File: config.mk
export PLATFORM = sky130hd
export DESIGN_NAME = fetch_stage_flat
export DESIGN_NICKNAME = d
export VERILOG_FILES = /design/src/rtl/fetch_stage_if.sv /design/src/rtl/fetch_stage.sv /design/src/flat_wrapper.sv
export SDC_FILE = /design/constraint.sdc
export NUM_CORES = 1
export LEC_CHECK = 0
export ABC_AREA = 1
export BUFFER_PORTS_ARGS = -buffer_cell sky130_fd_sc_hd__buf_2
export CORE_AREA = 2 2 156 142
export CTS_BUF_LIST = sky130_fd_sc_hd__clkbuf_4
export CTS_CLUSTER_DIAMETER = 80
export DETAILED_ROUTE_END_ITERATION = 8
export DIE_AREA = 0 0 158 144
export GPL_TIMING_DRIVEN = 0
export PLACE_DENSITY = 0.79
export REMOVE_ABC_BUFFERS = 1
export SYNTH_ARGS = -nofsm -noshare
export SYNTH_HDL_FRONTEND = slang
export SYNTH_SLANG_ARGS = --single-unit
File: constraint.sdc
create_clock -name clk -period 8.2 [get_ports clk]
set_clock_uncertainty 0.2 [all_clocks]
set_input_delay 2.46 -clock clk [delete_from_list [all_inputs] [get_ports clk]]
set_output_delay 2.46 -clock clk [all_outputs]
set_load 0.005 [all_outputs]
File: src/rtl/fetch_stage_if.sv
// Instruction-memory request/grant/response port between fetch_stage and
// the instruction memory. One request in flight at most; responses return
// in order no earlier than the cycle after the grant.
interface fetch_stage_if;
    logic        imem_req;
    logic [31:0] imem_addr;
    logic        imem_gnt;
    logic        imem_rvalid;
    logic [31:0] imem_rdata;

    modport master (
        output imem_req,
        output imem_addr,
        input  imem_gnt,
        input  imem_rvalid,
        input  imem_rdata
    );

    modport slave (
        input  imem_req,
        input  imem_addr,
        output imem_gnt,
        output imem_rvalid,
        output imem_rdata
    );
endinterface

File: src/rtl/fetch_stage.sv
// fetch_stage: RISC-V instruction fetch. Owns the PC, issues one request at a
// time on the imem port, buffers returned words in a small FIFO and presents
// them to decode through the IF/ID register. Honours load-use stalls and
// taken-branch redirects from decode.
// Optional build macro FETCH_RESP_BYPASS_EN: a response that finds the FIFO
// empty while decode is accepting goes straight into IF/ID (one cycle sooner).
module fetch_stage #(
    parameter logic [31:0] RESET_PC   = 32'h0000_0000,
    parameter int          FIFO_DEPTH = 2
) (
    input  logic               clk,
    input  logic               rst,
    input  logic               PCWrite,
    input  logic               FetchWrite,
    input  logic               PCSrc,
    input  logic [31:0]        pc_branch,
    fetch_stage_if.master      imem,
    output logic [31:0]        instruction,
    output logic [31:0]        pc,
    output logic               instr_valid
);
    localparam int          PW  = $clog2(FIFO_DEPTH);
    localparam int          CW  = PW + 1;
    localparam logic [31:0] NOP = 32'h0000_0013;

    logic [31:0]   fetch_pc;
    logic [31:0]   req_pc;
    logic [31:0]   fifo_pc    [FIFO_DEPTH];
    logic [31:0]   fifo_instr [FIFO_DEPTH];
    logic [PW-1:0] rd_ptr;
    logic [PW-1:0] wr_ptr;
    logic [CW-1:0] count;
    logic          outstanding;
    logic          drop;

    logic          fifo_empty;
    logic          pop;
    logic          push;
    logic          grant;
    logic          resp_live;
    logic          bypass;
    logic [CW:0]   occupancy;
    logic          unused_branch_bits;

    // Redirect targets are word aligned; the low address bits are don't-care.
    assign unused_branch_bits = ^pc_branch[1:0];
    assign imem.imem_addr     = fetch_pc;

    // Issue/accept decisions; occupancy counts the in-flight slot so a
    // response can never find the FIFO full without a matching pop.
    always_comb begin
        fifo_empty = (count == '0);
        pop        = FetchWrite & ~fifo_empty & ~PCSrc;
        resp_live  = imem.imem_rvalid & outstanding & ~drop;
`ifdef FETCH_RESP_BYPASS_EN
        bypass     = resp_live & fifo_empty & FetchWrite & ~PCSrc;
`else
        bypass     = 1'b0;
`endif
        push       = resp_live & ~PCSrc & ~bypass;
        occupancy  = {1'b0, count} + {{CW{1'b0}}, outstanding} - {{CW{1'b0}}, pop};
        imem.imem_req = ~rst & ~PCSrc & PCWrite & ~drop
                      & (~outstanding | imem.imem_rvalid)
                      & (occupancy < (CW+1)'(FIFO_DEPTH));
        grant      = imem.imem_req & imem.imem_gnt;
    end

    // PC, outstanding-request tracking and stale-response drop flag.
    always_ff @(posedge clk or posedge rst) begin
        if (rst) begin
            fetch_pc    <= RESET_PC;
            req_pc      <= '0;
            outstanding <= 1'b0;
            drop        <= 1'b0;
        end else if (PCSrc) begin
            fetch_pc    <= {pc_branch[31:2], 2'b00};
            drop        <= outstanding & ~imem.imem_rvalid;
            outstanding <= outstanding & ~imem.imem_rvalid;
        end else begin
            if (grant) begin
                fetch_pc    <= fetch_pc + 32'd4;
                req_pc      <= fetch_pc;
                outstanding <= 1'b1;
            end else if (imem.imem_rvalid) begin
                outstanding <= 1'b0;
            end
            if (imem.imem_rvalid) begin
                drop <= 1'b0;
            end
        end
    end

    // FIFO pointers and fill count; a redirect empties the buffer.
    always_ff @(posedge clk or posedge rst) begin
        if (rst) begin
            rd_ptr <= '0;
            wr_ptr <= '0;
            count  <= '0;
        end else if (PCSrc) begin
            rd_ptr <= '0;
            wr_ptr <= '0;
            count  <= '0;
        end else begin
            if (push) begin
                wr_ptr <= wr_ptr + 1'b1;
            end
            if (pop) begin
                rd_ptr <= rd_ptr + 1'b1;
            end
            count <= count + CW'(push) - CW'(pop);
        end
    end

    // FIFO storage; contents need no reset since count gates every read.
    always_ff @(posedge clk) begin
        if (push) begin
            fifo_pc[wr_ptr]    <= req_pc;
            fifo_instr[wr_ptr] <= imem.imem_rdata;
        end
    end

    // IF/ID register: redirect bubbles, stall holds, otherwise load head or NOP.
    always_ff @(posedge clk or posedge rst) begin
        if (rst) begin
            instruction <= NOP;
            pc          <= '0;
            instr_valid <= 1'b0;
        end else if (PCSrc) begin
            instruction <= NOP;
            instr_valid <= 1'b0;
        end else if (FetchWrite) begin
            if (!fifo_empty) begin
                instruction <= fifo_instr[rd_ptr];
                pc          <= fifo_pc[rd_ptr];
                instr_valid <= 1'b1;
            end else if (bypass) begin
                instruction <= imem.imem_rdata;
                pc          <= req_pc;
                instr_valid <= 1'b1;
            end else begin
                instruction <= NOP;
                instr_valid <= 1'b0;
            end
        end
    end
endmodule

File: src/flat_wrapper.sv
// flat-port wrapper written by rule: the top's interface ports become plain ports
module fetch_stage_flat 
#(
    parameter logic [31:0] RESET_PC   = 32'h0000_0000,
    parameter int          FIFO_DEPTH = 2
)
  (clk, rst, PCWrite, FetchWrite, PCSrc, pc_branch, instruction, pc, instr_valid, imem_imem_req, imem_imem_addr, imem_imem_gnt, imem_imem_rvalid, imem_imem_rdata);
  fetch_stage_if imem_i ();
  input  logic clk;
  input  logic rst;
  input  logic PCWrite;
  input  logic FetchWrite;
  input  logic PCSrc;
  input  logic [31:0] pc_branch;
  output logic [31:0] instruction;
  output logic [31:0] pc;
  output logic instr_valid;
  output wire logic [$bits(imem_i.imem_req)-1:0] imem_imem_req;
  output wire logic [$bits(imem_i.imem_addr)-1:0] imem_imem_addr;
  input wire logic [$bits(imem_i.imem_gnt)-1:0] imem_imem_gnt;
  input wire logic [$bits(imem_i.imem_rvalid)-1:0] imem_imem_rvalid;
  input wire logic [$bits(imem_i.imem_rdata)-1:0] imem_imem_rdata;
  assign imem_imem_req = imem_i.imem_req;
  assign imem_imem_addr = imem_i.imem_addr;
  assign imem_i.imem_gnt = imem_imem_gnt;
  assign imem_i.imem_rvalid = imem_imem_rvalid;
  assign imem_i.imem_rdata = imem_imem_rdata;
  fetch_stage #(.RESET_PC(RESET_PC), .FIFO_DEPTH(FIFO_DEPTH)) u_core (.clk(clk), .rst(rst), .PCWrite(PCWrite), .FetchWrite(FetchWrite), .PCSrc(PCSrc), .pc_branch(pc_branch), .imem(imem_i), .instruction(instruction), .pc(pc), .instr_valid(instr_valid));
endmodule
==> results.py <==
metrics = {
    "status": {
        "status": "complete, no violations",
    },
    "hold_path": {
        "hold_depth": 0,
        "worstHoldStart": "u_core.req_pc[28]$_DFFE_PP0P_",
        "hp-class": "register to register",
        "whs_endpoint": "u_core.fifo_pc[1][28]$_DFFE_PP_",
    },
    "logic_synthesis": {
        "ys.warnings.count": 0,
        "syn-cell-area_um2": 10400,
        "synth_area_leaders": "edfxtp_1, dfrtp_1, nand2_1",
        "syn_area_per_cell_um2": 10.47,
        "yosysTopAreaCell": "edfxtp_1",
        "ys_ff_latch": 253,
        "synth_top_area_share": 0.3580,
        "ys_types": 34,
        "ys_seq_area_frac": 0.6687,
        "syn_inst": 993,
    },
    "power_and_ir_drop": {
        "ir_drop_mv": 0.1145,
        "power_density_nw_per_um2": 253.8,
        "pwr-share-seq": 0.503,
        "p_sw_uw": 825.6,
        "leakagePower_nw": 5.714,
        "clockPowerShare": 0.374,
        "p_int_mw": 2.366,
        "comb_power_share": 0.122,
        "swShare": 0.2587,
    },
    "placement": {
        "io_buffer_count": 162,
        "hpwl_um": 15280,
        "gp_congestion": 0.8674,
        "place_area_um2": 11620,
    },
    "global_route": {
        "antenna_found_initial": 1,
        "grt_max_degree": 99,
        "grt_pass1_vias": 7426,
        "grt_overflow": 0,
        "gr-usage-all-layers": 0.2068,
        "grt_pass1_wl_um": 36630,
    },
    "worst_setup_path": {
        "critPathMaxStageDelay_ps": 480,
        "rr_worst_depth": 15,
        "crit_type": "input port to output port",
        "cp_cell_sequence": "buf_4 > nor2_1 > nand2_4 > buf_16 > inv_1 > ha_1 > inv_1 > nand2_1 > fa_1 > nand2_1 > nor2_2 > nand3_1 > inv_1 > buf_2",
        "crit_fanout": 65,
        "required_ps": 5540,
        "cp_slowest_cell": "fa_1",
        "cp.buffers_inverters": 6,
        "reg2reg_from": "u_core.count[1]$_DFF_PP0_",
        "cp-end-kind": "output port",
        "worstPathArrival_ps": 5220,
        "cpMostUsedCell": "inv_1",
        "cp-start-kind": "input port",
        "path_delay_family": "simple AND/OR/NAND/NOR gates",
        "rrSetupSlack_ps": 4170,
        "crit_start": "PCSrc",
        "r2r_end": "u_core.req_pc[2]$_DFFE_PP0P_",
    },
    "route": {
        "dr.pass1.iters": 5,
        "antenna_left": 0,
        "initialDrtViolationCount": 420,
        "wirelength_um": 23140,
        "drc_errors": 0,
        "via_count": 7694,
        "viasPerCell": 4.980,
        "routedWlPerCell_um": 14.97,
    },
    "cts": {
        "clock_latency_ps": 630,
        "h-tree-depth": 3,
        "numClockSinks": 253,
        "cts_buffers": 67,
        "cts-root-buf": "clkbuf_4",
        "clkTransAtPathRegs_ps": 60,
        "clockBufferDepth": 3,
        "cts_tree": "built",
    },
    "flow_run": {
        "maxCapViolations": 0,
    },
    "die": {
        "core-area_um2": 21310,
        "num_rows": 51,
        "pin_count": 169,
        "dieWidth_um": 158,
        "die_area_um2": 22750,
        "start_util": 0.4880,
        "dieHeight_um": 144,
    },
    "timing": {
        "fin_crit_sh": 0.9613,
        "tns_ps": 0,
        "max_clock_freq_mhz": 126.9,
        "finalHoldWorstSlack_ps": 240.9,
        "drv_slew": 0,
        "finalHoldViolations": 0,
        "worst_pin_slew_ps": 1145,
        "setup_viol": 0,
        "slew_headroom": 0.2321,
        "rsz0062_at_grt": "no",
        "period_minus_slack_ps": 7882,
    },
    "cells_and_area": {
        "fin_nets": 1275,
        "final_cell_area_um2": 12580,
        "area_growth_pct": 20.91,
        "fillerInstances": 1844,
        "drive_gt1_frac": 0.2452,
    },
}
[cell type report]
cell class | instances | area [um^2] | share of cell area
Clock inverter | 20 | 183.9 | 0.01463
Tap cell | 291 | 364.1 | 0.02895
Inverter | 70 | 267.8 | 0.02129
Sequential cell | 253 | 6959 | 0.5534
Antenna cell | 2 | 5.005 | 0.0003980
Clock buffer | 102 | 765.7 | 0.06089
Timing Repair Buffer | 176 | 1020 | 0.08109
Multi-Input combinational cell | 631 | 3010 | 0.2394
[state kept, by name, indices dropped and copies added (netlist names)]
signal / count
u_core.imem.imem_addr: 30
u_core.fifo_pc: 60
u_core.wr_ptr: 1
u_core.instruction: 32
u_core.req_pc: 30
u_core.drop: 1
u_core.pc: 30
u_core.outstanding: 1
u_core.instr_valid: 1
u_core.fifo_instr: 64
u_core.rd_ptr: 1
u_core.count: 2
[cells by family after synthesis]
kind of cell,count (synthesis),synth area share
DFF,253,0.6687
xor gates and xnor gates,4,0.003369
buffers and inverters,112,0.04583
and+or+nand+nor,471,0.1824
AOI/OAI and AO/OA,118,0.06472
other,1,0.0003605
adders and majority gates,5,0.006737
muxes,29,0.02791
[cell usage after synthesis]
library cell	n
nor3_1	3
buf_2	12
o21ai_0	56
clkinv_1	1
fa_1	1
edfxtp_1	124
clkbuf_1	20
xnor2_1	2
nand3_1	53
dfrtp_1	126
buf_4	5
ha_1	4
a21oi_1	7
nor4_1	1
mux2i_1	29
o21ai_1	20
nor2_1	111
buf_1	2
xor2_1	2
o22ai_1	1
o21a_1	1
nor2_4	3
nand4_2	1
nor2_2	4
a31oi_1	3
buf_6	3
o31ai_1	30
conb_1	1
inv_1	68
and2_1	3
nand2_1	289
inv_2	1
dfstp_2	3
nand2_2	3
[how the worst max path moves through the flow]
stage,endpoint,slack (ps),cells after the start
6_report,imem_imem_req,320,14
5_1_grt,imem_imem_req,20,14
4_1_cts,imem_imem_req,280,14
3_5_place_dp,imem_imem_req,-4,14
3_3_place_gp,u_core.fifo_instr[1][19]$_DFFE_PP_,-5660,4
2_1_floorplan,u_core.fifo_instr[1][0]$_DFFE_PP_,-1290,3
[layout by cell type, fill, tap and decap left out, types with 12 or more instances in the layout]
cell type / count
nand2_1: 289
buf_2: 161
dfrtp_1: 125
edfxtp_1: 124
nor2_1: 109
clkbuf_4: 102
inv_1: 67
o21ai_0: 56
nand3_1: 53
o31ai_1: 30
mux2i_1: 29
o21ai_1: 20
clkinv_1: 12
[worst reg2reg max path, delay by kind of cell, from the launching register on]
kind | cells | cell delay, ps
adder cells (fa/ha/maj) | 2 | 750
buffers and inverters | 3 | 470
AND/OR/NAND/NOR | 9 | 1910
AO/OA/AOI/OAI | 1 | 150
flip-flops | 1 | 420
[metal layers]
metal,share of wire,global-route usage
met1,0.42,0.2626
met4,0.028,0.08962
met2,0.47,0.3391
met3,0.078,0.05214
met5,0,0
[what timing repair did]
| action | CTS | global route |
|---|---|---|
| gates resized for setup | 1 | 0 |
| hold buffers | 0 | 0 |
| buffers inserted | 0 | 0 |
| hold endpoints to repair | 0 | 0 |
| endpoints found under the setup margin | 1 | 0 |
[stage by stage]
stage / instances / power (mW) / setup slack, ps / utilization
after floorplan: 954 / 1.807 / -1293 / -
after global placement: 1407 / 2.002 / -5657 / 0.5336
after detailed placement: 1421 / 2.026 / -3.574 / 0.5451
after CTS: 1543 / 3.236 / 277.0 / 0.5898
after global routing: 1545 / 3.371 / 23.11 / 0.5901
final: 1545 / 3.191 / 317.5 / 0.5901
[power by group through the flow]
stage | logic [mW] | clock network, mW | registers (mW)
final | 0.391 | 1.19 | 1.61
after global routing | 0.445 | 1.30 | 1.63
after CTS | 0.397 | 1.23 | 1.61
after detailed placement | 0.396 | 0 | 1.63
after global placement | 0.378 | 0 | 1.62
after floorplan | 0.188 | 0 | 1.62
No activity file was read; power rests on OpenSTA's default activity.
